$ cat src/rtl/coprocessor_pkg.sv
// Shared constants, state encoding and word-packing helpers for the matrix
// coprocessor host link.
package coprocessor_pkg;

  localparam int MATRIX_W = 200;
  localparam int WORD_W   = 32;
  localparam logic [2:0] LAST_IDX = 3'd6;

  localparam logic [2:0] OP_ADD     = 3'b000;
  localparam logic [2:0] OP_SUB     = 3'b001;
  localparam logic [2:0] OP_MUL     = 3'b010;
  localparam logic [2:0] OP_SCL     = 3'b011;
  localparam logic [2:0] OP_NEG     = 3'b100;
  localparam logic [2:0] OP_TRN     = 3'b101;
  localparam logic [2:0] OP_OPP     = 3'b110;
  localparam logic [2:0] OP_INVALID = 3'b111;

  typedef enum logic [2:0] {
    ST_IDLE    = 3'd0,
    ST_LOAD_A  = 3'd1,
    ST_LOAD_B  = 3'd2,
    ST_SETTLE  = 3'd3,
    ST_WAIT    = 3'd4,
    ST_CAPTURE = 3'd5,
    ST_SEND    = 3'd6
  } state_t;

  function automatic logic needs_b(input logic [2:0] op);
    return (op == OP_ADD) || (op == OP_SUB) || (op == OP_MUL);
  endfunction

  // Word 6 carries only the top byte of the matrix.
  function automatic logic [MATRIX_W-1:0] put_word(input logic [MATRIX_W-1:0] m,
                                                   input logic [2:0] k,
                                                   input logic [WORD_W-1:0] w);
    logic [MATRIX_W-1:0] r;
    r = m;
    case (k)
      LAST_IDX: r[199:192] = w[7:0];
      3'd7:     r = m;
      default:  r[{k, 5'b00000} +: WORD_W] = w;
    endcase
    return r;
  endfunction

  function automatic logic [WORD_W-1:0] result_word(input logic [MATRIX_W-1:0] res,
                                                    input logic [2:0] k,
                                                    input logic tmo,
                                                    input logic ovf);
    case (k)
      LAST_IDX: return {tmo, ovf, 22'd0, res[199:192]};
      3'd7:     return 32'd0;
      default:  return res[{k, 5'b00000} +: WORD_W];
    endcase
  endfunction

endpackage

$ cat src/rtl/four_phase_slave.sv
// Slave side of a four-phase req/ack handshake: one accept pulse per request,
// ack raised after acceptance and dropped once the master releases req.
module four_phase_slave (
  input  logic clk,
  input  logic rst_n,
  input  logic enable,
  input  logic req,
  output logic ack,
  output logic accept
);

  assign accept = enable & req & ~ack;

  // Ack register: set on accept, cleared after req is released
  always_ff @(posedge clk or negedge rst_n) begin
    if (!rst_n) begin
      ack <= 1'b0;
    end else if (accept) begin
      ack <= 1'b1;
    end else if (!req) begin
      ack <= 1'b0;
    end else begin
      ack <= ack;
    end
  end

endmodule

$ cat src/rtl/coprocessor_host_link.sv
// Host link: loads command and operands over a write handshake, drives the
// coprocessor, captures its result and returns it over a read handshake.
module coprocessor_host_link
  import coprocessor_pkg::*;
#(
  parameter int WORDS_PER_MATRIX = 7,
  parameter int SETTLE_CYCLES    = 2,
  parameter int DONE_TIMEOUT     = 255
) (
  input  logic         clk,
  input  logic         rst_n,
  input  logic [31:0]  hps_wr_data,
  input  logic         hps_wr_req,
  output logic         hps_wr_ack,
  input  logic         hps_rd_req,
  output logic         hps_rd_ack,
  output logic [31:0]  hps_rd_data,
  output logic         busy,
  output logic         result_ready,
  output logic         cmd_err,
  output logic         timeout_err,
  output logic [2:0]   cop_op_code,
  output logic [1:0]   cop_matrix_size,
  output logic [7:0]   cop_scalar,
  output logic [199:0] cop_matrix_a,
  output logic [199:0] cop_matrix_b,
  input  logic [199:0] cop_result,
  input  logic         cop_overflow,
  input  logic         cop_process_done
);

  localparam logic [2:0] LAST_WORD   = 3'(WORDS_PER_MATRIX - 1);
  localparam logic [7:0] SETTLE_LAST = 8'(SETTLE_CYCLES - 1);
  localparam logic [7:0] WAIT_LAST   = 8'(DONE_TIMEOUT - 1);

  state_t         state_r;
  state_t         state_s;
  logic           wr_en_s;
  logic           rd_en_s;
  logic           wr_accept_s;
  logic           rd_accept_s;
  logic [2:0]     wr_cnt_r;
  logic [2:0]     rd_cnt_r;
  logic [7:0]     settle_cnt_r;
  logic [7:0]     wait_cnt_r;
  logic           sent_last_r;
  logic [199:0]   result_r;
  logic           overflow_r;

  assign wr_en_s = (state_r == ST_IDLE) || (state_r == ST_LOAD_A) || (state_r == ST_LOAD_B);
  assign rd_en_s = (state_r == ST_SEND) && !sent_last_r;

  four_phase_slave u_wr_hs (
    .clk    (clk),
    .rst_n  (rst_n),
    .enable (wr_en_s),
    .req    (hps_wr_req),
    .ack    (hps_wr_ack),
    .accept (wr_accept_s)
  );

  four_phase_slave u_rd_hs (
    .clk    (clk),
    .rst_n  (rst_n),
    .enable (rd_en_s),
    .req    (hps_rd_req),
    .ack    (hps_rd_ack),
    .accept (rd_accept_s)
  );

  // Next-state logic
  always_comb begin
    state_s = state_r;
    case (state_r)
      ST_IDLE: begin
        if (wr_accept_s && (hps_wr_data[2:0] != OP_INVALID)) state_s = ST_LOAD_A;
        else state_s = ST_IDLE;
      end
      ST_LOAD_A: begin
        if (wr_accept_s && (wr_cnt_r == LAST_WORD))
          state_s = needs_b(cop_op_code) ? ST_LOAD_B : ST_SETTLE;
        else state_s = ST_LOAD_A;
      end
      ST_LOAD_B: begin
        if (wr_accept_s && (wr_cnt_r == LAST_WORD)) state_s = ST_SETTLE;
        else state_s = ST_LOAD_B;
      end
      ST_SETTLE: begin
        if (settle_cnt_r == SETTLE_LAST) state_s = ST_WAIT;
        else state_s = ST_SETTLE;
      end
      ST_WAIT: begin
        if (cop_process_done || (wait_cnt_r == WAIT_LAST)) state_s = ST_CAPTURE;
        else state_s = ST_WAIT;
      end
      ST_CAPTURE: state_s = ST_SEND;
      ST_SEND: begin
        // Leave on the edge where the final word's ack is released.
        if (sent_last_r && hps_rd_ack && !hps_rd_req) state_s = ST_IDLE;
        else state_s = ST_SEND;
      end
      default: state_s = ST_IDLE;
    endcase
  end

  // State register and registered busy flag
  always_ff @(posedge clk or negedge rst_n) begin
    if (!rst_n) begin
      state_r <= ST_IDLE;
      busy    <= 1'b0;
    end else begin
      state_r <= state_s;
      busy    <= (state_s != ST_IDLE);
    end
  end

  // Command decode and operand packing
  always_ff @(posedge clk or negedge rst_n) begin
    if (!rst_n) begin
      cop_op_code     <= 3'd0;
      cop_matrix_size <= 2'd0;
      cop_scalar      <= 8'd0;
      cop_matrix_a    <= 200'd0;
      cop_matrix_b    <= 200'd0;
      wr_cnt_r        <= 3'd0;
    end else if (wr_accept_s) begin
      case (state_r)
        ST_IDLE: begin
          if (hps_wr_data[2:0] != OP_INVALID) begin
            cop_op_code     <= hps_wr_data[2:0];
            cop_matrix_size <= hps_wr_data[4:3];
            cop_scalar      <= hps_wr_data[12:5];
            cop_matrix_a    <= 200'd0;
            cop_matrix_b    <= 200'd0;
            wr_cnt_r        <= 3'd0;
          end
        end
        ST_LOAD_A: begin
          cop_matrix_a <= put_word(cop_matrix_a, wr_cnt_r, hps_wr_data);
          wr_cnt_r     <= (wr_cnt_r == LAST_WORD) ? 3'd0 : wr_cnt_r + 3'd1;
        end
        ST_LOAD_B: begin
          cop_matrix_b <= put_word(cop_matrix_b, wr_cnt_r, hps_wr_data);
          wr_cnt_r     <= (wr_cnt_r == LAST_WORD) ? 3'd0 : wr_cnt_r + 3'd1;
        end
        default: begin
        end
      endcase
    end
  end

  // Settle and done-timeout counters, cleared outside their own state
  always_ff @(posedge clk or negedge rst_n) begin
    if (!rst_n) begin
      settle_cnt_r <= 8'd0;
      wait_cnt_r   <= 8'd0;
    end else begin
      settle_cnt_r <= (state_r == ST_SETTLE) ? settle_cnt_r + 8'd1 : 8'd0;
      wait_cnt_r   <= (state_r == ST_WAIT) ? wait_cnt_r + 8'd1 : 8'd0;
    end
  end

  // Sticky status flags
  always_ff @(posedge clk or negedge rst_n) begin
    if (!rst_n) begin
      cmd_err      <= 1'b0;
      timeout_err  <= 1'b0;
      result_ready <= 1'b0;
    end else if (wr_accept_s && (state_r == ST_IDLE)) begin
      cmd_err      <= (hps_wr_data[2:0] == OP_INVALID);
      timeout_err  <= 1'b0;
      result_ready <= 1'b0;
    end else if ((state_r == ST_WAIT) && !cop_process_done && (wait_cnt_r == WAIT_LAST)) begin
      timeout_err <= 1'b1;
    end else if (state_r == ST_CAPTURE) begin
      result_ready <= 1'b1;
    end else if ((state_r == ST_SEND) && (state_s == ST_IDLE)) begin
      result_ready <= 1'b0;
    end
  end

  // Result capture and word-by-word readback
  always_ff @(posedge clk or negedge rst_n) begin
    if (!rst_n) begin
      result_r    <= 200'd0;
      overflow_r  <= 1'b0;
      rd_cnt_r    <= 3'd0;
      sent_last_r <= 1'b0;
      hps_rd_data <= 32'd0;
    end else if (state_r == ST_CAPTURE) begin
      result_r    <= timeout_err ? 200'd0 : cop_result;
      overflow_r  <= timeout_err ? 1'b0 : cop_overflow;
      rd_cnt_r    <= 3'd0;
      sent_last_r <= 1'b0;
    end else if (rd_accept_s) begin
      hps_rd_data <= result_word(result_r, rd_cnt_r, timeout_err, overflow_r);
      if (rd_cnt_r == LAST_WORD) sent_last_r <= 1'b1;
      else rd_cnt_r <= rd_cnt_r + 3'd1;
    end
  end

endmodule
$ cat config.mk
export PLATFORM = sky130hd
export DESIGN_NAME = coprocessor_host_link
export DESIGN_NICKNAME = d
export VERILOG_FILES = /design/src/rtl/coprocessor_pkg.sv /design/src/rtl/four_phase_slave.sv /design/src/rtl/coprocessor_host_link.sv
export SDC_FILE = /design/constraint.sdc
export NUM_CORES = 1
export LEC_CHECK = 0
export CAP_MARGIN = 25
export CORE_AREA = 2 2 268 270
export CTS_CLUSTER_DIAMETER = 100
export DETAILED_ROUTE_END_ITERATION = 10
export DIE_AREA = 0 0 270 272
export PLACE_DENSITY = 0.66
export RECOVER_POWER = 100
export SLEW_MARGIN = 20
export SYNTH_ARGS = -nofsm -noshare
export SYNTH_HDL_FRONTEND = slang
export SYNTH_HIERARCHICAL = 1
export SYNTH_SLANG_ARGS = --single-unit
$ cat constraint.sdc
create_clock -name clk -period 3.75 [get_ports clk]
set_clock_uncertainty 0.05 [all_clocks]
set_input_delay 0.9375 -clock clk [delete_from_list [all_inputs] [get_ports clk]]
set_output_delay 0.9375 -clock clk [all_outputs]
set_load 0.05 [all_outputs]
==> qor.txt <==
================================================================================
Status                                                              finished with violations
Violated checks                                                     max-capacitance violations, max-slew violations
Overall fraction of global-route tracks in use                             28.4%
Total global routing overflow                                                  0
Share of layout cells above drive strength 1                               8.42%
Most frequent cell after synthesis                                  sky130_fd_sc_hd__dfrtp_1
Sequential element share of the synthesized area                           61.5%
Most used flip-flop cell after synthesis                            sky130_fd_sc_hd__dfrtp_1
Syn nets                                                                    2624
TritonCTS Buffers                                                             74
Required arrival time at the worst endpoint                              4.20 ns
Worst-path cell chain                                               a21oi_1, and3b_1, or3b_1, a221oi_2, clkbuf_1, o21ai_1, buf_12, a22o_1
Final number of setup-violating endpoints                                      0
Distinct cells, synth                                                         51
Stage delay of the slowest cell on the critical path                     0.41 ns
TNS Setup                                                                   0 ns
Final layout net count                                                      3256
Leading post-synthesis cells by cell area                           sky130_fd_sc_hd__dfrtp_1 (61%), sky130_fd_sc_hd__a22o_1 (12%), sky130_fd_sc_hd__nand2b_1 (4.6%), sky130_fd_sc_hd__o21ai_0 (4.0%), sky130_fd_sc_hd__nand2_1 (3.3%)
Post-synthesis sequential element count                                      678
Pre-Repair DR Iteration Count                                                  7
Class of the tightest hold or removal check                              reg2reg
Placement Setup Slack                                                   0.290 ns
Total power divided by cell area                                      658 nW/µm²
Placement-stage cell area                                              35800 µm²
Final-report hold violation count                                              0
Number of buffers on the longest clock path                                    3
Die boundary height                                                       272 µm
Post-DP HPWL                                                            74600 µm
Number of top-level pins                                                     689
Hold-fix buffer count after cts                                                0
Number of remaining DRC errors                                                 0
Remaining antenna violation count after routing                                0
Largest net degree at the start of global routing                            245
Area of combinational cells with multiple inputs                        9870 µm²
Die W                                                                     270 µm
Fill cell total of the finished layout                                      5998
CTS tree                                                                   built
Worst setup path category                                                reg2reg
Detailed Route Iter0 Violations                                             2107
Combined flip-flop and latch cell area                                 17000 µm²
Routability cong.                                                          0.922
Crit share post-route                                                      84.8%
Floorplan Core Area                                                    70800 µm²
Placement Rows                                                                98
Slew of the pin with the lowest slew margin                              1.90 ns
Post-detailed-routing wire length                                      106000 µm
Worst-path maximum fanout                                                     22
Power consumption                                                        25.3 mW
Peak supply drop                                                      0.000446 V
Total leakage power                                                      18.7 nW
First-pass GRT wire length                                             156000 µm
Relative slew margins                                                     -26.8%
DR vias                                                                    22500
Synthesized area per cell                                               11.6 µm²
Total of max-cap violations                                                    1
Slowest cell on the critical path                                   sky130_fd_sc_hd__a21oi_1
Critical path startpoint category                                       register
Starting utilization of the core area                                      39.0%
PnR worst setup slack                                                   0.569 ns
Critical path data arrival time                                          3.63 ns
Synth-to-Final Area Change                                                 39.1%
Cell taking the most area after synthesis                           sky130_fd_sc_hd__dfrtp_1
CTS H-tree lvls                                                                3
Synthesized instance count                                                  2373
Final Max Tran Viols                                                          68
Average wire length per cell after detail routing                        26.4 µm
Most instantiated cells after synthesis                             sky130_fd_sc_hd__dfrtp_1 (678), sky130_fd_sc_hd__a22o_1 (381), sky130_fd_sc_hd__nand2_1 (246)
Max Freq                                                               0.314 GHz
Total clock sinks                                                            678
Port Buffers                                                                 688
Initial antenna violation count                                               17
Final instance area                                                    38400 µm²
Clock insertion delay at the later pin of the skew report                0.63 ns
Share of synthesized flip-flops with an asynchronous set or reset           100%
Die area                                                               73400 µm²
Clock-pin slew on the worst setup and hold paths                         0.06 ns
EDFF count, synth                                                              0
Via count of the first global-routing pass                                 22800
Setup repair after global routing missed its margin                           no
Yosys synthesis warning count                                                  6
Post-layout min period                                                   3.18 ns
Yosys top cell area share                                                  61.5%
Root Driver                                                         sky130_fd_sc_hd__clkbuf_16
Sort of element at the end of the critical path                         register
Number of buffers inserted to repair setup after CTS                           0
Synthesized area                                                       27600 µm²
Via-to-Cell Ratio                                                           5.58
Number of resized instances in the post-cts repair step                        0
================================================================================
-- state kept, by name (all words and copies together), names as in the netlist --
register,flops
cop_matrix_a,200
cop_matrix_b,200
result_r,200
hps_rd_data,32
cop_scalar,8
settle_cnt_r,8
wait_cnt_r,8
cop_op_code,3
rd_cnt_r,3
state_r,3
wr_cnt_r,3
cop_matrix_size,2
busy,1
cmd_err,1
overflow_r,1
result_ready,1
sent_last_r,1
timeout_err,1
u_rd_hs/ack,1
u_wr_hs/ack,1
-- cell families after synthesis --
kind of cell               synth area share [%]
AOI/OAI and AO/OA                          18.5
DFF                                        61.5
and+or+nand+nor                            11.5
buffers and inverters                      3.10
muxes                                      4.42
xor gates and xnor gates                  0.412
adders and majority gates                 0.589
-- critical path, delay by kind of cell (launching register included) --
kind	cells	cell delay (ns)
AOI/OAI and AO/OA	4	1.19
buffers and inverters	2	0.64
DFF	1	0.38
and+or+nand+nor	2	0.76
-- final cells by class --
cell class,instances,share of cell area [%]
antenna,14,0.0912
clock buffer,113,5.81
clock inverter,22,0.880
inverter,9,0.0880
multi-input combinational,1475,25.7
sequential,678,44.2
tap,950,3.10
timing repair buffer,767,20.1
-- final timing paths --
path	start	end	slack, ns	cells past startpoint
setup / recovery	state_r[1]	cop_matrix_b[156]	0.57	8
min in group asynchronous	rst_n	cop_matrix_b[90]	0.79	1
max in group asynchronous	rst_n	result_r[162]	0.80	3
hold reg to reg	cmd_err	cmd_err	0.43	2
setup reg to reg	state_r[1]	cop_matrix_b[156]	0.57	8
hold / removal	cmd_err	cmd_err	0.43	2
-- per-layer routing --
layer	GRT usage (%)	part of all wire, %
met1	36.4	40
met5	0	0.056
met2	45.1	47
met4	12.4	4.6
met3	8.34	8.6
-- where the power goes --
group | leakage (nW) | internal [mW] | switching (mW) | total, mW
logic | 8.38 | 2.80 | 5.20 | 8.00
registers | 9.09 | 8.74 | 0.885 | 9.62
clock network | 1.25 | 4.49 | 3.15 | 7.64
total | 18.7 | 16.0 | 9.24 | 25.3
-- placed cells by master (no fill, tap or decap), types with 14 or more instances in the layout --
cell type / instances
sky130_fd_sc_hd__diode_2: 14
sky130_fd_sc_hd__o21ai_0: 222
sky130_fd_sc_hd__nor2_1: 90
sky130_fd_sc_hd__clkbuf_1: 24
sky130_fd_sc_hd__nand2b_1: 203
sky130_fd_sc_hd__nand2_1: 246
sky130_fd_sc_hd__clkbuf_16: 76
sky130_fd_sc_hd__a22o_1: 381
sky130_fd_sc_hd__and3_1: 28
sky130_fd_sc_hd__a21oi_1: 70
sky130_fd_sc_hd__mux2i_1: 50
sky130_fd_sc_hd__clkdlybuf4s50_1: 235
sky130_fd_sc_hd__nand3_1: 24
sky130_fd_sc_hd__mux2_2: 16
sky130_fd_sc_hd__dfrtp_1: 675
sky130_fd_sc_hd__clkbuf_8: 19
sky130_fd_sc_hd__buf_4: 37
sky130_fd_sc_hd__dlygate4sd3_1: 452
sky130_fd_sc_hd__mux4_2: 24
-- stage by stage --
stage / cells / hold WS [ns] / utilization (%)
after floorplan: 2373 / 0.395 / -
after global placement: 3867 / 0.409 / 50.5
after detailed placement: 3871 / 0.411 / 50.6
after CTS: 4006 / 0.241 / 54.3
after global routing: 4025 / 0.447 / 54.3
final: 4028 / 0.426 / 54.3
No activity file was read; power rests on OpenSTA's default activity.
